==> src/rtl/sw_debounce.sv <==
// Switch conditioning: per-bit two-flop synchroniser, stability-count debounce,
// registered clean levels and one-cycle rise/fall/change strobes.
module sw_debounce #(
    parameter int WIDTH           = 8,
    parameter int DEBOUNCE_CYCLES = 16
) (
    input  logic             clk,
    input  logic             rst,
    input  logic [WIDTH-1:0] sw_in,
    output logic [WIDTH-1:0] sw_out,
    output logic [WIDTH-1:0] rise,
    output logic [WIDTH-1:0] fall,
    output logic             change,
    output logic             settled
);

    localparam int CW = $clog2(DEBOUNCE_CYCLES);
    localparam logic [CW-1:0] CNT_TERM = CW'(DEBOUNCE_CYCLES - 1);

    logic [WIDTH-1:0] s1_q, s1_d;
    logic [WIDTH-1:0] s2_q, s2_d;
    logic [WIDTH-1:0] out_q, out_d;
    logic [WIDTH-1:0] rise_q, rise_d;
    logic [WIDTH-1:0] fall_q, fall_d;
    logic             change_q, change_d;
    logic [CW-1:0]    cnt_q [WIDTH];
    logic [CW-1:0]    cnt_d [WIDTH];
    logic [WIDTH-1:0] bit_idle;

    // A bit only moves to its synchronised level after that level has differed
    // for DEBOUNCE_CYCLES consecutive edges; any agreement restarts the count.
    always_comb begin
        s1_d   = sw_in;
        s2_d   = s1_q;
        out_d  = out_q;
        rise_d = '0;
        fall_d = '0;
        for (int i = 0; i < WIDTH; i++) begin
            cnt_d[i] = '0;
            if (s2_q[i] != out_q[i]) begin
                if (cnt_q[i] == CNT_TERM) begin
                    out_d[i]  = s2_q[i];
                    rise_d[i] = s2_q[i];
                    fall_d[i] = ~s2_q[i];
                end else begin
                    cnt_d[i] = cnt_q[i] + 1'b1;
                end
            end
        end
        change_d = |(rise_d | fall_d);
    end

    always_ff @(posedge clk or negedge rst) begin
        if (!rst) begin
            s1_q     <= '0;
            s2_q     <= '0;
            out_q    <= '0;
            rise_q   <= '0;
            fall_q   <= '0;
            change_q <= 1'b0;
            for (int i = 0; i < WIDTH; i++) begin
                cnt_q[i] <= '0;
            end
        end else begin
            s1_q     <= s1_d;
            s2_q     <= s2_d;
            out_q    <= out_d;
            rise_q   <= rise_d;
            fall_q   <= fall_d;
            change_q <= change_d;
            for (int i = 0; i < WIDTH; i++) begin
                cnt_q[i] <= cnt_d[i];
            end
        end
    end

    // Settled is derived purely from registered state, so it never glitches on sw_in.
    always_comb begin
        for (int i = 0; i < WIDTH; i++) begin
            bit_idle[i] = (cnt_q[i] == '0) && (s2_q[i] == out_q[i]);
        end
    end

    assign sw_out  = out_q;
    assign rise    = rise_q;
    assign fall    = fall_q;
    assign change  = change_q;
    assign settled = &bit_idle;

endmodule

==> config.mk <==
export PLATFORM = sky130hd
export DESIGN_NAME = sw_debounce
export DESIGN_NICKNAME = d
export VERILOG_FILES = /design/src/rtl/sw_debounce.sv
export SDC_FILE = /design/constraint.sdc
export NUM_CORES = 1
export LEC_CHECK = 0
export CELL_PAD_IN_SITES_DETAIL_PLACEMENT = 1
export CELL_PAD_IN_SITES_GLOBAL_PLACEMENT = 1
export CORE_ASPECT_RATIO = 2
export CORE_UTILIZATION = 46
export CTS_BUF_LIST = sky130_fd_sc_hd__clkbuf_4 sky130_fd_sc_hd__clkbuf_8
export CTS_CLUSTER_SIZE = 8
export DETAILED_ROUTE_END_ITERATION = 7
export GPL_TIMING_DRIVEN = 0
export PLACE_DENSITY_LB_ADDON = 0.1
export SLEW_MARGIN = 20
export SYNTH_ARGS = -nofsm -noshare
export SYNTH_HDL_FRONTEND = slang
export SYNTH_SLANG_ARGS = --single-unit
export TNS_END_PERCENT = 30
==> constraint.sdc <==
create_clock -name clk -period 1.82 [get_ports clk]
set_input_delay 0.364 -clock clk [delete_from_list [all_inputs] [get_ports clk]]
set_output_delay 0.364 -clock clk [all_outputs]
set_load 0.01 [all_outputs]
======== After elaboration in Yosys (flattened, before gate mapping) ========
Cells that the tools add are included.
W data, S select, Z words.
word-level totals
  bits in registers ....................... 73
  input port bits ......................... 10
operators by class
  $add $sub $neg .......................... 8
  equality and inequality tests ........... 24
  mux-type cells .......................... 48
  bitwise logic cells ..................... 9
  reductions and logical operators ........ 26
operators with widths
  cell                   count
  $mux W4                16
  $add A4 B1 Y4 const B  8
  $eq A4 B4 Y1 const B   8
  $logic_not A4 Y1       8
  $mux W1                32
  $reduce_and A2 Y1      8
  $eq A1 B1 Y1           8
  $logic_and A1 B1 Y1    8
  $ne A1 B1 Y1           8
  $not A1 Y1             8
  $or A8 B8 Y8           1
  $reduce_and A8 Y1      1
  $reduce_or A8 Y1       1

======== Logic depth before layout (Yosys ltp) ========
  word-level depth ........................ 5
  depth in mapped cells ................... 6

======== Least setup slack after synthesis ========
OpenSTA, ideal clock, no wires.
  path kind ............................... flip-flop to output port
  start point ............................. reg cnt_q[24] in the netlist's numbering
  end point ............................... out settled
  arrival ................................. 1.382 ns
  required time ........................... 1.456 ns
  setup slack ............................. 0.074 ns
  stages on the path, launching flop included .. 6
  path buffers ............................ 0
  cell sequence ........................... dfrtp_1 inv_1 ha_1 nor4bb_1 nand4_1 nor4_1
on the way
  longest elaborated chain between the ends .. 3
ends and longest elaborated chain
  element                          line  RTL
  start, declared                  26    logic [CW-1:0] cnt_q [WIDTH];
  start signal, assigned by index  72    cnt_q[i] <= cnt_d[i];
  $logic_not A4 Y1                 80    bit_idle[i] = (cnt_q[i] == '0) && (s2_q[i] == out_q[i]);
  $logic_and A1 B1 Y1              80
  $reduce_and A8 Y1                88    assign settled = &bit_idle;
  end, declared                    14    output logic settled
Every way passes these cells.

======== Worst setup path in the final report ========
  start point ............................. reg cnt_q[4] in the netlist's numbering
  end point ............................... out settled
Same word-level chain as after synthesis.

==> impl_metrics.json <==
{
  "status": "finished with violations",
  "failed_checks": "negative setup slack",
  "ioPinCount": 36,
  "total_leakage_power_nw": 1.72,
  "port_buffers": 35,
  "drt-pass1-iter-count": 3,
  "cellPowerDensity_nw_per_um2": 907,
  "synthTopCellsByArea": "dfrtp_1, ha_1, xnor2_1, nor3b_1, mux2_2",
  "count_of_state_elements_after_synthesis": 73,
  "area_of_the_core_um2": 6060,
  "max_slew_violation_count": 0,
  "cts-root-to-sink-buffers": 2,
  "worst_ep_arrival_time_ps": 1870,
  "synth_sequential_area_ratio_pct": 62.5,
  "count_of_final_hold_check_violations": 0,
  "synthesized_netlist_net_count": 260,
  "dp_hpwl_um": 4090,
  "post_synth.cell_area_avg_um2": 12.5,
  "grt_first_pass_wirelength_um": 9970,
  "drt.antenna.violating_nets": 0,
  "fraction_of_synthesis_flops_using_an_asynchronous_set_or_reset_pin_pct": 100,
  "clock-skew-final_ps": 5.55,
  "cts_htree_levels": 3,
  "finalWirelength_um": 6000,
  "clkTransAtPathRegs_ps": 70,
  "num_cts_buffers": 9,
  "setup_ws_ps": -409,
  "die_area_um2": 6700,
  "insertedDiodeCount": 0,
  "min-delay-path-class": "reg -> reg",
  "synthDominantCellAreaShare_pct": 62.5,
  "synth_enable_flop_cells": 0,
  "cts_tree": "built",
  "detail_route.iter0.violations": 77,
  "post_synth_instance_area_um2": 2920,
  "grt_setup_unrepaired": "yes",
  "drcViolationCount": 0,
  "final.min_clock_period_ps": 2230,
  "areaGrowthSynthToFinish_pct": 31.6,
  "maxClockFrequency_mhz": 449,
  "worstSkewPairLatency_ps": 340,
  "fp.dieW_um": 58.4,
  "groute.usage.overall_pct": 20.5,
  "fin_crit_sh_pct": 122,
  "worst_setup_path_end_kind": "output pin",
  "viasPerCell": 5.05,
  "timing.critical_path.required_ps": 1460,
  "routability_congestion_estimate": 0.790,
  "layout_cell_share_with_drive_strength_beyond_1_pct": 19.7,
  "hold_ws_ps": 353,
  "finalInstanceArea_um2": 3850,
  "slew_headroom_pct": 66.3,
  "grt_max_degree": 54,
  "number_of_violations_of_the_max_capacitance_limit": 0,
  "ys_types": 23,
  "critical_path_peak_fanout": 3,
  "clock_sink_count": 73,
  "synth_area_leader_cell": "dfrtp_1",
  "initial_utilization_pct": 48.3,
  "setup_violations": 1,
  "cell_at_the_root_of_the_clock_tree": "clkbuf_8",
  "postPlaceCellArea_um2": 3400,
  "vdd_drop_max_uv": 637,
  "die_height_um": 115,
  "syn_inst": 234,
  "vias": 1934,
  "post-synth-top-count-cell": "dfrtp_1",
  "first_global_vias": 2163,
  "layout.nets": 320,
  "wl_per_cell_um": 15.7,
  "yosysWarnings": 0,
  "crit_path_start_kind": "flip-flop",
  "synthFlopType": "dfrtp_1",
  "max_slew.worst_pin.slew_ps": 502,
  "antenna_found_initial": 0,
  "critical_path_class": "reg -> out",
  "grt_overflow": 0,
  "rows": 40,
  "ranking_of_synthesized_cells_by_instance_count": "dfrtp_1, inv_1, nor2_1, nor3b_1",
  "setup.reg_to_reg.worst_slack_ps": 160
}
-- routing by layer --
metal | GRT usage (%) | wire length, um | vias up | share of wire (%)
li1 | - | - | 910 | -
met1 | 21.3 | 2220 | 993 | 37
met2 | 36.9 | 3530 | 21 | 59
met3 | 4.72 | 134 | 10 | 2.2
met4 | 11.1 | 116 | 0 | 1.9
met5 | 0 | 0 | - | 0
-- per-stage QoR --
step / power, mW / setup WS, ps / std cells / TNS [ps] / util [%]
floorplan: 1.89 / 74.0 / 234 / 0 / -
global placement: 1.98 / -2080 / 353 / -152250 / 55.8
detailed placement: 2.00 / -526 / 354 / -526 / 56.2
CTS: 3.50 / -394 / 376 / -394 / 61.7
global route: 3.64 / -508 / 383 / -508 / 63.5
finish: 3.49 / -409 / 383 / -409 / 63.5
-- final cells by class --
class | count | area (um2)
fillers | 594 | 2210
clock buffers | 14 | 174
repair buffers | 49 | 470
inverters | 21 | 78.8
well taps | 84 | 105
clock inverters | 2 | 60.1
multi-input cells | 140 | 1130
flip-flops and latches | 73 | 1830
-- what timing repair did --
| item | 4_1_cts | 5_1_grt |
|---|---|---|
| hold endpoints to repair | 20 | 0 |
| buffers inserted | 5 | 7 |
| resized for setup | 13 | 14 |
| hold buffers | 1 | 0 |
| gates cloned | 0 | 0 |
| pin swaps | 3 | 5 |
| endpoints found under the setup margin | 1 | 1 |
-- where the power goes --
group / internal [mW] / total [mW] / switching (mW)
Combinational: 0.153 / 0.297 / 0.144
Sequential: 1.68 / 1.75 / 0.0619
Clock: 0.894 / 1.45 / 0.555
-- cells in the final DEF, fill, tap and decap left out, types with 2 or more instances in the layout --
master,instances
buf_4,13
mux2_2,8
nand4_1,3
bufinv_16,2
xor2_1,4
a311oi_1,2
ha_4,3
nor2_1,18
nor3b_1,18
xnor2_1,11
ha_1,13
nor2b_1,8
nand2_1,4
dfrtp_1,73
clkbuf_8,11
clkdlybuf4s50_1,33
inv_2,6
o22ai_1,4
nand2b_1,3
inv_1,15
or4_1,4
clkbuf_4,3
o21ai_0,4
xnor2_2,5
nand3_1,11
a21oi_1,8
-- state kept, by name (all words and copies together), names as in the netlist --
signal and cells:
fall 8, sw_out 8, change 1, s1_q 8
s2_q 8, rise 8, cnt_q 32
-- worst max-delay path, stage by stage (launching register included) --
cell	delay [ps]
dfrtp_1	410
inv_2	90
ha_4	130
nand2_2	60
nor3_2	200
nand4_1	140
nor4_2	320
buf_2	180
-- path summary, 6_finish.rpt --
check | startpoint | end | cells past startpoint
worst max-delay path | cnt_q[4] | settled | 7
worst min register to register | s1_q[1] | s2_q[1] | 0
worst min-delay path | s1_q[1] | s2_q[1] | 0
max in group asynchronous | rst | fall[7] | 3
min in group asynchronous | rst | fall[3] | 2
worst max register to register | cnt_q[24] | change | 8
-- cells by family (layout without fill, tap and decap cells) --
family                   after synthesis  count (layout)  share of synthesized area [%]
multiplexers                           8               8                           3.08
XOR/XNOR                              20              20                           5.99
AND/OR/NAND/NOR                       78              78                           15.4
flip-flops                            73              73                           62.5
adder cells (fa/ha/maj)               16              16                           6.85
AO/OA/AOI/OAI                         18              18                           3.51
buffers and inverters                 21              86                           2.70
Note: power is estimated with default switching activity, not from simulation.
